===== src/rtl/matrix_loader_pkg.sv =====
// matrix_loader_pkg
//   Shared constants, FSM state type and the B-transpose slot mapping
//   used by the 3x3 matrix loader.
package matrix_loader_pkg;

    localparam int DIM       = 3;
    localparam int NELEM     = DIM * DIM;
    localparam int FRAME_LEN = 2 * NELEM;
    localparam int IDX_W     = 4;

    typedef enum logic [1:0] {
        LOAD_A,
        LOAD_B,
        PRESENT
    } state_t;

    // B arrives row-major (idx = 3k+j) but is stored transposed at slot 3j+k.
    function automatic logic [IDX_W-1:0] b_slot(input logic [IDX_W-1:0] idx);
        logic [IDX_W-1:0] k;
        logic [IDX_W-1:0] j;
        k = idx / IDX_W'(DIM);
        j = idx % IDX_W'(DIM);
        return j * IDX_W'(DIM) + k;
    endfunction

endpackage


===== src/rtl/matrix_loader_if.sv =====
// matrix_loader_if
//   Element stream in (s_*) and operand pair out (m_*) of the loader.
//   master : environment side (drives the element stream, the multiplier's ready)
//   slave  : loader side (accepts elements, presents packed A/B)
//   s_valid/s_ready/s_data/s_last : element stream handshake
//   m_valid/m_ready/m_A/m_B       : packed operand handshake
import matrix_loader_pkg::*;

interface matrix_loader_if #(
    parameter int DATA_W = 8
);
    logic                      s_valid;
    logic                      s_ready;
    logic [DATA_W-1:0]         s_data;
    logic                      s_last;
    logic                      m_valid;
    logic                      m_ready;
    logic [DATA_W*NELEM-1:0]   m_A;
    logic [DATA_W*NELEM-1:0]   m_B;

    modport master (
        output s_valid, s_data, s_last, m_ready,
        input  s_ready, m_valid, m_A, m_B
    );

    modport slave (
        input  s_valid, s_data, s_last, m_ready,
        output s_ready, m_valid, m_A, m_B
    );

endinterface


===== src/rtl/matrix_loader_pack_reg.sv =====
// matrix_loader_pack_reg
//   Nine-slot write-addressed register bank; slot n occupies
//   q_o[n*DATA_W +: DATA_W]. Cleared by synchronous reset.
//   clk, rst : clock, synchronous active-high reset
//   we_i     : write enable
//   addr_i   : slot index 0..8 (larger values are ignored)
//   data_i   : element to write
//   q_o      : packed slot contents
import matrix_loader_pkg::*;

module matrix_loader_pack_reg #(
    parameter int DATA_W = 8
) (
    input  logic                    clk,
    input  logic                    rst,
    input  logic                    we_i,
    input  logic [IDX_W-1:0]        addr_i,
    input  logic [DATA_W-1:0]       data_i,
    output logic [DATA_W*NELEM-1:0] q_o
);

    logic [NELEM-1:0][DATA_W-1:0] slots_q;

    always_ff @(posedge clk) begin
        if (rst) begin
            slots_q <= '0;
        end else if (we_i && (addr_i < IDX_W'(NELEM))) begin
            slots_q[addr_i] <= data_i;
        end
    end

    assign q_o = slots_q;

endmodule


===== src/rtl/matrix_loader.sv =====
// matrix_loader
//   Collects an 18-element stream (A row-major, then B row-major), packs A
//   as-is and B transposed, and presents the pair to the multiplier.
//   clk, rst  : clock, synchronous active-high reset
//   bus       : element stream in / operand pair out (slave side)
//   err       : one-cycle pulse when a frame is dropped for bad s_last framing
//   frame_cnt : number of completed operand handshakes (wraps)
import matrix_loader_pkg::*;

module matrix_loader #(
    parameter int DATA_W = 8
) (
    input  logic                  clk,
    input  logic                  rst,
    matrix_loader_if.slave        bus,
    output logic                  err,
    output logic [15:0]           frame_cnt
);

    state_t             state_q, state_d;
    logic [IDX_W-1:0]   idx_q, idx_d;
    logic               err_q, err_d;
    logic [15:0]        cnt_q, cnt_d;
    logic               we_a, we_b;
    logic               accept;
    logic               last_idx;

    logic [DATA_W*NELEM-1:0] a_pack, b_pack;

    // Ready is a pure decode of state, masked while reset is asserted.
    assign bus.s_ready = (state_q != PRESENT) && !rst;
    assign bus.m_valid = (state_q == PRESENT);
    assign accept      = bus.s_valid && bus.s_ready;
    assign last_idx    = (idx_q == IDX_W'(NELEM - 1));

    always_ff @(posedge clk) begin
        if (rst) begin
            state_q <= LOAD_A;
            idx_q   <= '0;
            err_q   <= 1'b0;
            cnt_q   <= '0;
        end else begin
            state_q <= state_d;
            idx_q   <= idx_d;
            err_q   <= err_d;
            cnt_q   <= cnt_d;
        end
    end

    always_comb begin
        state_d = state_q;
        idx_d   = idx_q;
        err_d   = 1'b0;
        cnt_d   = cnt_q;
        we_a    = 1'b0;
        we_b    = 1'b0;
        case (state_q)
            LOAD_A: begin
                if (accept) begin
                    we_a = 1'b1;
                    if (bus.s_last) begin
                        err_d = 1'b1;
                        idx_d = '0;
                    end else if (last_idx) begin
                        idx_d   = '0;
                        state_d = LOAD_B;
                    end else begin
                        idx_d = idx_q + 1'b1;
                    end
                end
            end
            LOAD_B: begin
                if (accept) begin
                    we_b = 1'b1;
                    if (last_idx) begin
                        idx_d = '0;
                        if (bus.s_last) begin
                            state_d = PRESENT;
                        end else begin
                            err_d   = 1'b1;
                            state_d = LOAD_A;
                        end
                    end else if (bus.s_last) begin
                        err_d   = 1'b1;
                        idx_d   = '0;
                        state_d = LOAD_A;
                    end else begin
                        idx_d = idx_q + 1'b1;
                    end
                end
            end
            PRESENT: begin
                if (bus.m_ready) begin
                    cnt_d   = cnt_q + 16'd1;
                    idx_d   = '0;
                    state_d = LOAD_A;
                end
            end
            default: begin
                state_d = LOAD_A;
                idx_d   = '0;
            end
        endcase
    end

    matrix_loader_pack_reg #(.DATA_W(DATA_W)) u_a_reg (
        .clk    (clk),
        .rst    (rst),
        .we_i   (we_a),
        .addr_i (idx_q),
        .data_i (bus.s_data),
        .q_o    (a_pack)
    );

    matrix_loader_pack_reg #(.DATA_W(DATA_W)) u_b_reg (
        .clk    (clk),
        .rst    (rst),
        .we_i   (we_b),
        .addr_i (b_slot(idx_q)),
        .data_i (bus.s_data),
        .q_o    (b_pack)
    );

    assign bus.m_A  = a_pack;
    assign bus.m_B  = b_pack;
    assign err      = err_q;
    assign frame_cnt = cnt_q;

endmodule

===== src/flat_wrapper.sv =====
// flat-port wrapper written by rule: the top's interface ports become plain ports
module matrix_loader_flat 
#(
    parameter int DATA_W = 8
)
  (clk, rst, err, frame_cnt, bus_s_valid, bus_s_data, bus_s_last, bus_m_ready, bus_s_ready, bus_m_valid, bus_m_A, bus_m_B);
  matrix_loader_if #(.DATA_W(DATA_W)) bus_i ();
  input  logic clk;
  input  logic rst;
  output logic err;
  output logic [15:0] frame_cnt;
  input wire logic [$bits(bus_i.s_valid)-1:0] bus_s_valid;
  input wire logic [$bits(bus_i.s_data)-1:0] bus_s_data;
  input wire logic [$bits(bus_i.s_last)-1:0] bus_s_last;
  input wire logic [$bits(bus_i.m_ready)-1:0] bus_m_ready;
  output wire logic [$bits(bus_i.s_ready)-1:0] bus_s_ready;
  output wire logic [$bits(bus_i.m_valid)-1:0] bus_m_valid;
  output wire logic [$bits(bus_i.m_A)-1:0] bus_m_A;
  output wire logic [$bits(bus_i.m_B)-1:0] bus_m_B;
  assign bus_i.s_valid = bus_s_valid;
  assign bus_i.s_data = bus_s_data;
  assign bus_i.s_last = bus_s_last;
  assign bus_i.m_ready = bus_m_ready;
  assign bus_s_ready = bus_i.s_ready;
  assign bus_m_valid = bus_i.m_valid;
  assign bus_m_A = bus_i.m_A;
  assign bus_m_B = bus_i.m_B;
  matrix_loader #(.DATA_W(DATA_W)) u_core (.clk(clk), .rst(rst), .bus(bus_i), .err(err), .frame_cnt(frame_cnt));
endmodule

===== config.mk =====
export PLATFORM = sky130hd
export DESIGN_NAME = matrix_loader_flat
export DESIGN_NICKNAME = d
export VERILOG_FILES = /design/src/rtl/matrix_loader_pkg.sv /design/src/rtl/matrix_loader_if.sv /design/src/rtl/matrix_loader_pack_reg.sv /design/src/rtl/matrix_loader.sv /design/src/flat_wrapper.sv
export SDC_FILE = /design/constraint.sdc
export NUM_CORES = 1
export LEC_CHECK = 0
export CAP_MARGIN = 20
export CORE_MARGIN = 2
export CORE_UTILIZATION = 50
export DETAILED_ROUTE_END_ITERATION = 10
export GPL_TIMING_DRIVEN = 0
export PLACE_DENSITY = 0.81
export SLEW_MARGIN = 25
export SYNTH_ARGS = -nofsm -noshare
export SYNTH_HDL_FRONTEND = slang
export SYNTH_SLANG_ARGS = --single-unit

===== constraint.sdc =====
create_clock -name clk -period 8.58 [get_ports clk]
set_input_delay 2.574 -clock clk [delete_from_list [all_inputs] [get_ports clk]]
set_output_delay 2.574 -clock clk [all_outputs]
set_load 0.1 [all_outputs]

**After elaboration in Yosys (flattened, before gate mapping)**

Cells that the tools add are included.

- Flip-flop bits (word level): 167
- Output and inout port bits: 163
- Bits of input ports: 13
- Logic and storage cells: 87

- Multipliers: 1
- Magnitude comparators: 6
- Reduce and logical (&&, ||, !) cells: 11
- $add $sub $neg: 3
- Divide/modulo/power cells: 2
- Mux-type cells: 32
- Eq/ne operators: 10

Operator list:

| operator | number |
|---|---|
| 72-bit bitwise mux | 2 |
| 8-bit demux with 4-bit select | 2 |
| 4-bit two-way mux | 7 |
| 16-bit by 1-bit adder with 16-bit output, second input constant | 1 |
| 2-bit two-way mux | 8 |
| 8-bit two-way mux | 2 |
| 4-bit case mux with 3 select lines | 1 |
| 4-bit by 5-bit < comparator with 1-bit output, second input constant | 2 |
| 4-bit by 1-bit >= comparator with 1-bit output, second input constant | 2 |
| 4-bit < comparator, second input constant | 2 |
| 1-bit two-way mux | 8 |
| 1-bit logical AND | 6 |
| 2-bit by 1-bit inequality test with 1-bit output, second input constant | 3 |
| 2-bit inequality test, second input constant | 3 |
| 2-bit case mux with 3 select lines | 1 |
| 6-bit AND reduction | 1 |
| 4-bit by 1-bit adder with 4-bit output, second input constant | 1 |
| 4-bit adder | 1 |
| 4-bit by 2-bit divider with 4-bit output, second input constant | 1 |
| 4-bit == test, second input constant | 1 |
| 4-bit by 2-bit remainder unit with 4-bit output, second input constant | 1 |
| 4-bit by 2-bit multiplier with 4-bit output, second input constant | 1 |
| 3-bit by 2-bit inequality test with 1-bit output, second input constant | 1 |
| 3-bit AND reduction | 1 |
| other kinds (6) | 6 |

**Longest topological paths before layout**

Gate-level depths: netlist of the first run.

- Depth in word-level cells: 8
- Mapped depth: 22
- Mapped depth without buffers: 19

**Hierarchy**

From an unflattened synthesis of the first run, not the netlist that was laid out.

- Cells, all modules: 699
- Area, all modules: 7,179.4 sq um

By module, submodules not included:

| module | cells an instance | area an instance (sq um) | times used |
|---|---|---|---|
| matrix_loader_pack_reg | 260 | 2,854.0 | 2 |
| matrix_loader | 179 | 1,471.4 | 1 |

**Least setup slack after synthesis of the first run**

No wires, ideal clock.

- Kind: input-to-output
- Start point: in rst
- End point: out bus_s_ready
- Stages: 5
- Buffers on the path: 4
- Setup slack: 1.428 ns
- Arrival: 4.578 ns
- Path through: clkbuf_1 -> clkbuf_1 -> clkbuf_1 -> clkbuf_1 -> nor2_1

- Word-level cells in the longest chain between the ends: 2

Ends and longest elaborated chain:

| element | line | RTL |
|---|---|---|
| from (decl) | flat_wrapper.sv:9 | `input logic rst;` |
| 1-bit zero test | matrix_loader.sv:31 | `assign bus.s_ready = (state_q != PRESENT) && !rst;` |
| 1-bit logical AND | matrix_loader.sv:31 |  |
| to (decl) | flat_wrapper.sv:16 | `output wire logic [$bits(bus_i.s_ready)-1:0] bus_s_ready;` |

No other way between the ends.

**Worst setup path in the final report of the first run**

Ends and elaborated chain as after synthesis.

==> results of run 1 <==
==> worst max-delay path, stage by stage <==
cell,delay [ns]
clkdlybuf4s50_1,0.47
clkbuf_1,0.46
clkbuf_1,0.35
clkbuf_1,0.44
clkbuf_1,0.44
nor2_1,0.13
dlymetal6s2s_1,0.50
==> per-layer routing <==
layer	GRT usage, %	part of all wire, %	up-vias
met5	0	0	-
met4	10.5	2.7	0
met3	8.47	8.2	34
met2	39.4	45	237
met1	33.0	44	2821
li1	-	-	2891
==> power groups by stage <==
stage | combinational [mW] | sequential (mW) | clock, mW
2_1_floorplan | 0.0475 | 0.824 | 0
3_3_place_gp | 0.102 | 0.800 | 0
3_5_place_dp | 0.103 | 0.800 | 0
4_1_cts | 0.103 | 0.783 | 0.867
5_1_grt | 0.111 | 0.783 | 0.900
6_report | 0.104 | 0.783 | 0.858
==> Yosys cell counts (3+ instances only) <==
cell type / number
or3_1: 3
nand3_1: 70
dfxtp_1: 167
nor3_1: 3
ha_1: 14
nor2_1: 38
buf_4: 3
nor2b_1: 4
buf_1: 9
and4_1: 5
nand3b_1: 3
a21oi_1: 69
and3_1: 3
nand2b_1: 84
xnor2_1: 5
and2_1: 4
xor2_1: 16
clkbuf_1: 45
nand2_1: 85
mux2i_1: 83
inv_1: 6
buf_2: 3
nand4_1: 4
==> sequential cells by signal, summed over array words and instances, names as in the netlist <==
register	cells
u_core.idx_q	4
u_core.u_b_reg.q_o	72
u_core.err	1
u_core.u_a_reg.q_o	72
u_core.frame_cnt	16
u_core.state_q	2
==> path summary, 6_finish.rpt <==
kind,from,endpoint,slack (ns),depth (start not counted)
worst max register to register,u_core.idx_q[3],u_core.u_b_reg.q_o[42],3.62,20
worst max-delay path,rst,bus_s_ready,0.63,7
worst min-delay path,u_core.u_a_reg.q_o[32],u_core.u_a_reg.q_o[32],0.46,2
worst min register to register,u_core.u_a_reg.q_o[32],u_core.u_a_reg.q_o[32],0.46,2
==> cells by family (layout without fill, tap and decap cells) <==
| family | count (synthesis) | in the layout | share of synthesized area (%) |
|---|---|---|---|
| xor gates and xnor gates | 22 | 22 | 3.00 |
| muxes | 85 | 85 | 12.4 |
| DFF | 167 | 167 | 48.3 |
| buffers and inverters | 67 | 266 | 3.85 |
| AOI/OAI and AO/OA | 77 | 77 | 6.18 |
| adders and majority gates | 15 | 15 | 2.82 |
| and+or+nand+nor | 317 | 317 | 23.5 |
==> timing repair <==
item,in CTS,in global routing
resized for setup,0,1
endpoints found under the setup margin,0,1
hold endpoints to repair,0,0
==> layout make-up <==
cell class | count | area [um2]
fill | 1055 | 3910
sequential | 167 | 3340
multi-input combinational | 516 | 3320
timing repair buffer | 167 | 1670
clock buffer | 19 | 453
buffer | 60 | 240
tap | 176 | 220
clock inverter | 13 | 215
inverter | 7 | 26.3
==> metrics by stage <==
| step | power, mW | cells | setup WS, ns | area, um2 |
|---|---|---|---|---|
| floorplan | 0.872 | 750 | 1.43 | 6920 |
| global placement | 0.902 | 1093 | 0.180 | 8810 |
| detailed placement | 0.903 | 1093 | 0.112 | 8810 |
| CTS | 1.75 | 1125 | 0.0896 | 9480 |
| global route | 1.79 | 1125 | 0.430 | 9490 |
| finish | 1.75 | 1125 | 0.633 | 9490 |
==> layout by cell type (no fill, tap or decap), drive strengths merged, types with 10 or more instances in the layout <==
master         netlist  routed
a21oi               69      69
buf                 15      15
clkbuf              45      64
clkdlybuf4s50        0     166
dfxtp              167     167
ha                  14      14
inv                  7      10
mux2i               85      85
nand2               87      87
nand2b              85      85
nand3               70      70
nor2                38      38
xor2                16      16
==> run_results.csv, run 1 <==
group,metric,value,unit
logic_synthesis,syn_area,6920,um2
clock_network,cts_buffers,17,
sta,period_needed,7.95,ns
setup_path,worst_setup_path_end_kind,"output port",
clock_network,tritoncts,"built",
sta,tightest_slew,1.05,ns
sta,final.setup.tns,0,ns
sta,rsz0062_at_grt,"no",
place,port_buffers,167,
logic_synthesis,ys_seq_elements,167,
setup_path,arrival,5.37,ns
place,hpwl,12900,um
clock_network,clockRootBuffer,"clkbuf_16",
global_routing,first_global_vias,5603,
logic_synthesis,synth_area_leader_cell,"dfxtp_1",
setup_path,required,6.01,ns
setup_path,critPathMaxFanout,10,
sta,fin_hold_ws,0.457,ns
sta,max_clock_freq,0.126,GHz
global_routing,grt_antenna_before_repair,0,
sta,hold_violations,0,
power,sw_frac_of_total,23.1,%
die,fp.dieH,122,um
detailed_routing,dr.pass1.iters,6,
logic_synthesis,synth_cell_types,43,
sta,fin_skew,0.00713,ns
power,switching_power,0.404,mW
logic_synthesis,synth_area_leaders,"dfxtp_1, mux2i_1, nand2b_1",
global_routing,grt_pass1_wl,29400,um
logic_synthesis,yosys_warnings,0,
sta,final_max_slew_viol_count,0,
clock_network,clkLatencyLatePin,0.43,ns
clock_network,cts.sinks,167,
detailed_routing,detail_route.wl_per_cell,16.7,um
logic_synthesis,avgSynthCellArea,9.23,um2
logic_synthesis,synthCells,750,
flow_run,drv_cap,0,
final_layout,post-route-util,70.8,%
power,seqPwrFrac,44.8,%
detailed_routing,routed_via_density,5.32,
clock_network,clk_pin_slew_worst_paths,0.06,ns
die,io_pins,176,
detailed_routing,post-route-drc-count,0,
final_layout,fin_nets,964,
die,die-area,14800,um2
clock_network,clock_path_buffers,2,
power,p_leak,3.58,nW
global_routing,grt-ovfl-total,0,
logic_synthesis,synth_fp_nets,778,
clock_network,hold_buffers,0,
sta,setup_violations,0,
logic_synthesis,synth_top_area_share,48.3,%
final_layout,layout-drive-gt1-share,5.16,%
die,core-area,13400,um2
logic_synthesis,synth_flop_cell,"dfxtp_1",
outcome,outcome,"finished, final reports clean",
detailed_routing,wl,18700,um
final_layout,area_delta_synth_final,37.1,%
clock_network,htreeDepth,4,
global_routing,track_usage,25.5,%
setup_path,worstSetupStartpointType,"input pin",
clock_network,cts_setup_buffers,0,
logic_synthesis,synth_sequential_area_ratio,48.3,%
power,p_comb_share,6.0,%
sta,timing.final.crit_share,92.6,%
hold_path,hold_path_class,"reg2reg",
die,rows,42,
logic_synthesis,synthArstFlopShare,0,%
logic_synthesis,synth_edf_count,0,
power,ir_worst_vdd,139,uV
power,clkPwrFrac,49.2,%
die,start_util,51.7,%
detailed_routing,vias,5983,
power,power.density,184,nW/um2
sta,slew_headroom,29.6,%
setup_path,path_class,"in2out",
detailed_routing,ant_nets,0,
final_layout,antenna_cells,0,
place,routabilityCongestion,0.847,
power,p_int,1.34,mW
detailed_routing,drtIter0Drc,385,
die,die_w,122,um
global_routing,grt_max_degree,17,
(Power assumes the default switching activity.)
==> inputs of run 2 (changes only) <==
--- a/config.mk
+++ b/config.mk
@@ -8,8 +8,10 @@
 export CAP_MARGIN = 20
 export CORE_MARGIN = 2
 export CORE_UTILIZATION = 50
+export CTS_CLUSTER_DIAMETER = 80
 export DETAILED_ROUTE_END_ITERATION = 10
 export GPL_TIMING_DRIVEN = 0
+export HOLD_SLACK_MARGIN = 0.05
 export PLACE_DENSITY = 0.81
 export SLEW_MARGIN = 25
 export SYNTH_ARGS = -nofsm -noshare
==> results of run 2 <==
Same layout as run 1: the final DEF is identical, and so are final timing and power.
